File: src/rtl/cpu_controller.sv
// rtl/cpu_controller.sv - non-pipelined mini-CPU sequencer owning the register file and driving the ALU
module cpu_controller #(
  parameter int DATA_W  = 16,
  parameter int INSTR_W = 18,
  parameter int CNT_W   = 16
) (
  input  logic               clk,
  input  logic               rst,
  input  logic [INSTR_W-1:0] instr,
  input  logic               instr_valid,
  output logic               instr_ready,
  output logic [2:0]         alu_opcode,
  output logic [DATA_W-1:0]  alu_r2,
  output logic [DATA_W-1:0]  alu_r3,
  output logic [3:0]         alu_d1,
  output logic [6:0]         alu_imm,
  input  logic [DATA_W-1:0]  alu_result,
  output logic               wb_valid,
  output logic [3:0]         wb_addr,
  output logic [DATA_W-1:0]  wb_data,
  output logic               err,
  output logic               busy,
  output logic [CNT_W-1:0]   instr_count,
  input  logic [3:0]         dbg_addr,
  output logic [DATA_W-1:0]  dbg_data
);

  typedef enum logic [1:0] {
    S_IDLE = 2'd0,
    S_EXEC = 2'd1,
    S_WB   = 2'd2
  } state_t;

  // Highest legal opcode; 110 and 111 retire as errors.
  localparam logic [2:0] OP_LAST_LEGAL = 3'b101;

  localparam logic [CNT_W-1:0] CNT_ONE = {{(CNT_W-1){1'b0}}, 1'b1};

  state_t              state;
  logic [INSTR_W-1:0]  instr_q;
  logic [DATA_W-1:0]   rf [16];

  logic [2:0]          op_q;
  logic [3:0]          dest_q;
  logic [3:0]          src1_q;
  logic [3:0]          src2_q;
  logic [6:0]          imm_q;
  logic                legal_q;
  logic                do_write;

  // Field decode of the latched instruction; src2 and imm overlap by format.
  assign op_q    = instr_q[17:15];
  assign dest_q  = instr_q[14:11];
  assign src1_q  = instr_q[10:7];
  assign src2_q  = instr_q[6:3];
  assign imm_q   = instr_q[6:0];
  assign legal_q = (op_q <= OP_LAST_LEGAL);

  // Write-back happens on the edge that leaves WB, only for legal opcodes.
  assign do_write = (state == S_WB) && legal_q;

  // ALU operands always follow the latch; the RF read is combinational so
  // a dest==src instruction sees the old value during EXEC.
  assign alu_opcode = op_q;
  assign alu_d1     = dest_q;
  assign alu_imm    = imm_q;
  assign alu_r2     = rf[src1_q];
  assign alu_r3     = rf[src2_q];

  // Debug port reads zero while reset is asserted.
  assign dbg_data = rst ? '0 : rf[dbg_addr];

  // Register file: cleared by reset, written once per legal retire.
  always_ff @(posedge clk or posedge rst) begin
    if (rst) begin
      for (int i = 0; i < 16; i++) begin
        rf[i] <= '0;
      end
    end else if (do_write) begin
      rf[dest_q] <= alu_result;
    end
  end

  // Sequencer FSM with registered handshake, status and write-back outputs.
  always_ff @(posedge clk or posedge rst) begin
    if (rst) begin
      state       <= S_IDLE;
      instr_q     <= '0;
      instr_ready <= 1'b1;
      busy        <= 1'b0;
      wb_valid    <= 1'b0;
      wb_addr     <= '0;
      wb_data     <= '0;
      err         <= 1'b0;
      instr_count <= '0;
    end else begin
      wb_valid <= 1'b0;
      err      <= 1'b0;
      case (state)
        S_IDLE: begin
          if (instr_valid) begin
            instr_q     <= instr;
            state       <= S_EXEC;
            instr_ready <= 1'b0;
            busy        <= 1'b1;
          end
        end
        S_EXEC: begin
          // ALU captures its operands at the end of this cycle.
          state <= S_WB;
        end
        S_WB: begin
          if (legal_q) begin
            wb_valid <= 1'b1;
            wb_addr  <= dest_q;
            wb_data  <= alu_result;
          end else begin
            err <= 1'b1;
          end
          instr_count <= instr_count + CNT_ONE;
          state       <= S_IDLE;
          instr_ready <= 1'b1;
          busy        <= 1'b0;
        end
        default: begin
          state       <= S_IDLE;
          instr_ready <= 1'b1;
          busy        <= 1'b0;
        end
      endcase
    end
  end

endmodule

File: config.mk
export PLATFORM = sky130hd
export DESIGN_NAME = cpu_controller
export DESIGN_NICKNAME = d
export VERILOG_FILES = /design/src/rtl/cpu_controller.sv
export SDC_FILE = /design/constraint.sdc
export NUM_CORES = 1
export LEC_CHECK = 0
export CAP_MARGIN = 25
export CORE_ASPECT_RATIO = 1.2
export CORE_MARGIN = 1
export CORE_UTILIZATION = 60
export DETAILED_ROUTE_END_ITERATION = 10
export GPL_TIMING_DRIVEN = 0
export PLACE_DENSITY_LB_ADDON = 0.12
export REMOVE_ABC_BUFFERS = 1
export SYNTH_ARGS = -nofsm -noshare
export SYNTH_HDL_FRONTEND = slang
export SYNTH_SLANG_ARGS = --single-unit
File: constraint.sdc
create_clock -name clk -period 29 [get_ports clk]
set_input_delay 2.9 -clock clk [delete_from_list [all_inputs] [get_ports clk]]
set_output_delay 2.9 -clock clk [all_outputs]
set_load 0.01 [all_outputs]
==> results of run 1 <==
sequential cells by signal (all words and copies together) (netlist names):
register     flops
busy             1
err              1
instr_count     16
instr_q         18
instr_ready      1
rf             256
state            2
wb_addr          4
wb_data         16
wb_valid         1
through the flow:
| step | std cells | power [mW] | area [µm²] | setup slack (ns) | hold slack [ns] |
|---|---|---|---|---|---|
| detailed placement | 1661 | 1.736 | 19890 | 19.83 | 0.4706 |
| CTS | 1722 | 2.196 | 21050 | 19.83 | 0.4826 |
| finish | 1722 | 2.202 | 21050 | 19.88 | 0.4686 |
| floorplan | 1109 | 1.404 | 17330 | 14.05 | 0.4888 |
| global placement | 1636 | 1.687 | 19230 | 7.869 | 0.4565 |
| global route | 1722 | 2.301 | 21050 | 19.67 | 0.5047 |
layer usage:
metal	share of wire, %	track usage, %
met1	38	43.79
met2	49	57.17
met3	8.0	6.552
met4	5.1	17.31
met5	0	0
cell type report:
type	instances	share of cell area [%]
repair buffers	167	9.533
inverters	7	0.1605
clock inverters	9	0.6478
flip-flops and latches	316	37.64
clock buffers	52	4.891
well taps	385	2.288
multi-input cells	786	44.84
where the power goes:
| part | internal (mW) | switching [mW] | total, mW |
|---|---|---|---|
| clock | 0.273 | 0.182 | 0.455 |
| combinational | 0.563 | 0.324 | 0.887 |
| sequential | 0.642 | 0.217 | 0.859 |
critical path, cell delays in order:
cell and delay [ns]:
sky130_fd_sc_hd__clkdlybuf4s50_1 0.51, sky130_fd_sc_hd__inv_8 0.44, sky130_fd_sc_hd__buf_16 0.49, sky130_fd_sc_hd__nand2_1 0.57, sky130_fd_sc_hd__buf_8 0.34, sky130_fd_sc_hd__o32ai_1 0.28
sky130_fd_sc_hd__clkdlybuf4s50_1 0.64
worst max path at each step:
stage	slack, ns	cells after the start	end	start
after floorplan	14.05	3	dbg_data[13]	rst
after global placement	7.87	5	dbg_data[3]	rst
after detailed placement	19.83	7	dbg_data[5]	rst
after CTS	19.83	7	dbg_data[5]	rst
after global routing	19.67	7	dbg_data[5]	rst
final	19.88	7	dbg_data[5]	rst
kinds of logic after synthesis:
| group | count (synthesis) | share of synthesized area (%) |
|---|---|---|
| AOI/OAI and AO/OA | 113 | 4.706 |
| muxes | 528 | 42.92 |
| adders and majority gates | 1 | 0.06981 |
| buffers and inverters | 128 | 3.442 |
| and+or+nand+nor | 129 | 3.994 |
| xor gates and xnor gates | 15 | 0.7331 |
| DFF | 316 | 44.13 |
placed cells by master (no fill, tap or decap), types with 8 or more instances in the layout:
cell,instances
sky130_fd_sc_hd__dfrtp_1,311
sky130_fd_sc_hd__nand2_1,54
sky130_fd_sc_hd__clkbuf_1,8
sky130_fd_sc_hd__clkdlybuf4s50_1,140
sky130_fd_sc_hd__mux2_2,294
sky130_fd_sc_hd__xor2_1,8
sky130_fd_sc_hd__nor2_1,17
sky130_fd_sc_hd__clkbuf_16,35
sky130_fd_sc_hd__mux4_2,163
sky130_fd_sc_hd__clkbuf_8,9
sky130_fd_sc_hd__nand2_2,9
sky130_fd_sc_hd__a22oi_1,84
sky130_fd_sc_hd__mux2i_1,71
sky130_fd_sc_hd__buf_16,18
==> run metrics, run 1 <==
quantity of gates resized following cts=0; total of warnings raised by yosys=0; Maximum Capacitance Violations=0; number of global-route vias before repair=12780; proportion of synthesized chip area in sequential cells=44.13%; RePlAce Congestion=0.8204; total of buffers placed on input and output ports=142; Post-Synthesis Mean Instance Area=14.57 µm²; aggregate global routing overflow=0; setup slack of the worst register-to-register path=26.19 ns; capturing element type of the critical path=primary output; core region area=0.02910 mm²; cell types with the highest counts after synthesis=sky130_fd_sc_hd__dfrtp_1 (315), sky130_fd_sc_hd__mux2_2 (294), sky130_fd_sc_hd__mux4_2 (163); number of nets with antenna violations after routing=0; DP HPWL=31010 µm; setup repair after global routing missed its margin=no; Vias=12130; maximum achievable frequency=109.7 MHz; share of synthesized flip-flops with an asynchronous set or reset=100.0%; layout cells sized above 1=42.86%; total die area=0.03057 mm²; number of DRC markers in iteration 0=1216; CTS tree=yes; kind of start point of the critical path=input port; maximum vdd ir drop=51.76 µV; final routed wire length divided by cell count=29.48 µm; crit path kind=in2out; proportion of netlist area held by the largest area contributor=43.99%; drt first pass iters=6; total global routing track utilization=34.50%; run status=complete, no violations; initial cell density of the core=61.59%; library cell with the highest instance count after synthesis=sky130_fd_sc_hd__dfrtp_1; vertical die dimension=191.3 µm; cell count of the worst reg-to-reg path=4; Relative slew margins=30.99%; cell count after synthesis=1230; Syn Std Cell Area=0.01792 mm²; worst clock skew=0.01435 ns; capture point of the worst reg-to-reg path=rf[75]; total power divided by cell area=104.6 mW/mm²; register area=0.007924 mm²; maximum number of pins on one net before global-route repair=124; filler cell count in the final layout=1934; final net count=1355; I/O pins=143; detailed-route vias per instance=7.041; wire length of the first global-routing pass=77630 µm; total number of clock tree sinks=316; slew at the pin closest to its max-slew limit=1.031 ns; number of antenna violations at the first check in global routing=0; origin of the worst min-delay path=instr_count[15]; number of rows created at floorplan=68; number of enable-type register cells in the synthesized netlist=0; number of synthesized register bits=316; maximum root-to-sink buffer count=3; cell at the root of the clock tree=sky130_fd_sc_hd__clkbuf_16; leakage power of the design=8.637 nW; Post-CTS Setup Bufs=0; total negative slack=0 ns; r2r startpoint=state[0]; count of pins over their slew limit=0; DIE WIDTH=159.8 µm; Routed Wire Length=50770 µm; Worst-Skew Late Latency=0.52 ns; clock input transition at the sequential cells of the worst setup and hold paths=0.05 ns; area growth from synthesis to layout=17.48%; worst hold-check path type=reg2reg; endpoint required time on the critical path=26.10 ns; number of distinct library cells after synthesis=43; post-synth top area cell=sky130_fd_sc_hd__dfrtp_1; share of the clock period used by the worst path=31.43%; CTS H-Tree Depth=2; number of CTS-inserted buffers=35; critical-path maximum fanout=123; endpoint with the worst hold slack=instr_count[15]; area of combinational cells with multiple inputs=0.009440 mm²; cell types occupying the most area after synthesis=sky130_fd_sc_hd__dfrtp_1 (44%), sky130_fd_sc_hd__mux4_2 (20%), sky130_fd_sc_hd__mux2_2 (18%), sky130_fd_sc_hd__mux2i_1 (4.0%), sky130_fd_sc_hd__a22oi_1 (3.5%); final hold vios=0; Min Clock Period, post-route=9.116 ns; worst path arrival time=6.22 ns; Setup violations, final=0; # DRC=0; predominant post-synthesis flop cell=sky130_fd_sc_hd__dfrtp_1; Cells on Worst Hold Path=1; antenna diode count=0; hold-fix buffer count after cts=0; core utilization of the finished layout=72.35%
Power figures use the tool's default switching activity.
==> inputs of run 2 (changes only) <==
--- a/config.mk
+++ b/config.mk
@@ -8,7 +8,7 @@
 export CAP_MARGIN = 25
 export CORE_ASPECT_RATIO = 1.2
 export CORE_MARGIN = 1
-export CORE_UTILIZATION = 60
+export CORE_UTILIZATION = 59
 export DETAILED_ROUTE_END_ITERATION = 10
 export GPL_TIMING_DRIVEN = 0
 export PLACE_DENSITY_LB_ADDON = 0.12
==> constraint.sdc (replaced) <==
create_clock -name clk -period 9.22 [get_ports clk]
set_input_delay 0.922 -clock clk [delete_from_list [all_inputs] [get_ports clk]]
set_output_delay 0.922 -clock clk [all_outputs]
set_load 0.01 [all_outputs]
==> run 2 against run 1 <==
Non-clock buffer count shrank 1. Via count shrank 1.2%. Critical path depth is the same. Critical path type unchanged. Critical endpoint is now dbg_data[7]. Largest power group unchanged.
==> run metrics, run 2 (synthesis gave the netlist of run 1 again) <==
filler cell count in the final layout=2024 (+4.7%); hold-fix buffer count after cts=0 (unchanged); CTS H-Tree Depth=2 (unchanged); capturing element type of the critical path=primary output; final net count=1354 (-0.074%); cell at the root of the clock tree=sky130_fd_sc_hd__clkbuf_16; maximum achievable frequency=220.4 MHz; Vias=11980 (-1.2%); Maximum Capacitance Violations=0 (unchanged); max incr delay on CP=0.73 ns (+0.09 ns); Cells on Worst Hold Path=1 (unchanged); kind of cell adding the most delay to the critical path=buffers and inverters; setup slack of the worst register-to-register path=6.45 ns (-19.74 ns); total number of clock tree sinks=316 (unchanged); RePlAce Congestion=0.8106 (-1.2%); Setup violations, final=0 (unchanged); worst-path cell with the longest stage delay=sky130_fd_sc_hd__clkdlybuf4s50_1; total die area=0.03108 mm² (+1.7%); number of CTS-inserted buffers=35 (unchanged); r2r startpoint=state[1]; final routed wire length divided by cell count=28.37 µm (-3.8%); wire length of the first global-routing pass=74310 µm (-4.3%); critical path's most frequent cell=sky130_fd_sc_hd__clkdlybuf4s50_1; kind of start point of the critical path=input port; total of buffers placed on input and output ports=142 (unchanged); number of DRC markers in iteration 0=1126 (-7.4%); maximum number of pins on one net before global-route repair=133 (+7.3%); worst clock skew=0.01175 ns (-0.002609 ns); critical-path maximum fanout=16 (-87%); maximum root-to-sink buffer count=3 (unchanged); number of flip-flops in the largest register=256 (unchanged); share of the clock period used by the worst path=49.22%; number of global-route vias before repair=12220 (-4.4%); Worst Slack Setup Final=4.682 ns (-15.20 ns); number of rows created at floorplan=69 (+1.5%); setup repair after global routing missed its margin=no; worst hold-check path type=reg2reg; final hold vios=0 (unchanged); area growth from synthesis to layout=16.68%; initial cell density of the core=60.17% (-1.4 points); DP HPWL=29700 µm (-4.2%); number of nets with antenna violations after routing=0 (unchanged); antenna diode count=0 (unchanged); core region area=0.02978 mm² (+2.4%); origin of the worst min-delay path=instr_count[15]; layout cells sized above 1=42.78% (-0.075 points); Crit path buffers/inverters=4 (-1); run status=complete, no violations; total power divided by cell area=326.4 mW/mm² (+210%); drt first pass iters=5 (-1); maximum vdd ir drop=236.0 µV (+360%); crit path kind=in2out; DIE WIDTH=161.1 µm (+0.83%); Worst-Skew Late Latency=0.51 ns (about the same); leakage power of the design=8.588 nW (-0.57%); vertical die dimension=192.9 µm (+0.83%); I/O pins=143 (unchanged); Post-Place Worst Slack=4.710 ns (-15.12 ns); Routed Wire Length=48990 µm (-3.5%); endpoint with the worst hold slack=instr_count[15]; Largest regs=rf: 256 flops, instr_q: 18 flops; CTS tree=yes; slew at the pin closest to its max-slew limit=0.9668 ns (-0.06369 ns); # DRC=0 (unchanged); total global routing track utilization=32.69% (-1.8 points); Final Total Pwr=6.824 mW (+210%); quantity of gates resized following cts=0 (unchanged); endpoint required time on the critical path=8.30 ns (-17.80 ns); Min Clock Period, post-route=4.538 ns; most frequent cells in the layout=sky130_fd_sc_hd__dfrtp_1 (311), sky130_fd_sc_hd__mux2_2 (294), sky130_fd_sc_hd__mux4_2 (163); Post-CTS Setup Bufs=0 (unchanged); capture point of the worst reg-to-reg path=rf[61]; core utilization of the finished layout=70.20% (-2.1 points); number of antenna violations at the first check in global routing=0 (unchanged); register with the highest flop count=rf; count of pins over their slew limit=0 (unchanged); detailed-route vias per instance=6.935 (-1.5%); worst path arrival time=3.62 ns (-2.60 ns); aggregate global routing overflow=0 (unchanged); most common cell after layout, fill and taps aside=sky130_fd_sc_hd__dfrtp_1; Relative slew margins=35.41% (+4.4 points); clock input transition at the sequential cells of the worst setup and hold paths=0.06 ns (about the same); series of cell instances along the critical path=clkdlybuf4s50_1, buf_8, nor2_1, buf_6, a22o_1, o32ai_1, clkdlybuf4s50_1; cell count of the worst reg-to-reg path=5 (+1)
[run 2: cell count changes in the layout (fill, tap and decap cells not counted), sizes merged]
cell / previous run / this run
buf: 27 / 26
clkbuf: 52 / 50
clkinv: 1 / 8
clkinvlp: 2 / 0
inv: 10 / 8
[run 2: where the power goes]
group | switching (mW) | leakage (nW) | internal, mW
Clock | 0.558 | 0.568 | 0.844
Combinational | 0.986 | 4.20 | 1.75
Sequential | 0.669 | 3.82 | 2.02
Total | 2.21 | 8.59 | 4.61
[run 2: per-layer routing]
metal / vias to the layer above / routed length, µm / global-route usage, %
li1: 4946 / - / -
met1: 6317 / 19150 / 43.58
met2: 592 / 24190 / 53.58
met3: 122 / 3731 / 5.480
met4: 0 / 1924 / 13.97
met5: - / 0 / 0
[run 2: worst register-to-register path, stage by stage (launching register included)]
cell and delay, ns:
sky130_fd_sc_hd__dfrtp_1 0.43, sky130_fd_sc_hd__nor2b_1 0.59, sky130_fd_sc_hd__nand4_4 0.30, sky130_fd_sc_hd__nor3_4 0.68
sky130_fd_sc_hd__buf_8 0.29, sky130_fd_sc_hd__mux2_2 0.36
[run 2: how the worst max path moves through the flow]
stage                    to   startpoint  slack, ns  depth (start not counted)
2_1_floorplan  dbg_data[13]          rst      -1.78                          3
3_5_place_dp    dbg_data[7]  dbg_addr[1]       4.71                          7
3_3_place_gp    dbg_data[7]          rst      -7.92                          5
4_1_cts         dbg_data[7]  dbg_addr[1]       4.70                          7
6_report        dbg_data[7]  dbg_addr[1]       4.68                          7
5_1_grt        dbg_data[11]  dbg_addr[1]       4.62                          7
[run 2: cell type report]
class	instances	area [µm²]	area share [%]
clock buffer	50	1005	4.805
timing repair buffer	166	1878	8.982
sequential	316	7924	37.89
inverter	7	33.78	0.1616
clock inverter	12	138.9	0.6642
tap	390	488.0	2.334
multi-input combinational	786	9443	45.16
[run 2: stage by stage]
stage                     setup TNS, ns  hold slack [ns]  std cells  area [µm²]
after floorplan                 -173.14           0.4888       1109       17330
after global placement         -1468.29           0.4581       1641       19240
after detailed placement              0           0.4600       1665       19770
after CTS                             0           0.4694       1727       20910
after global routing                  0           0.4945       1727       20910
final                                 0           0.4661       1727       20910
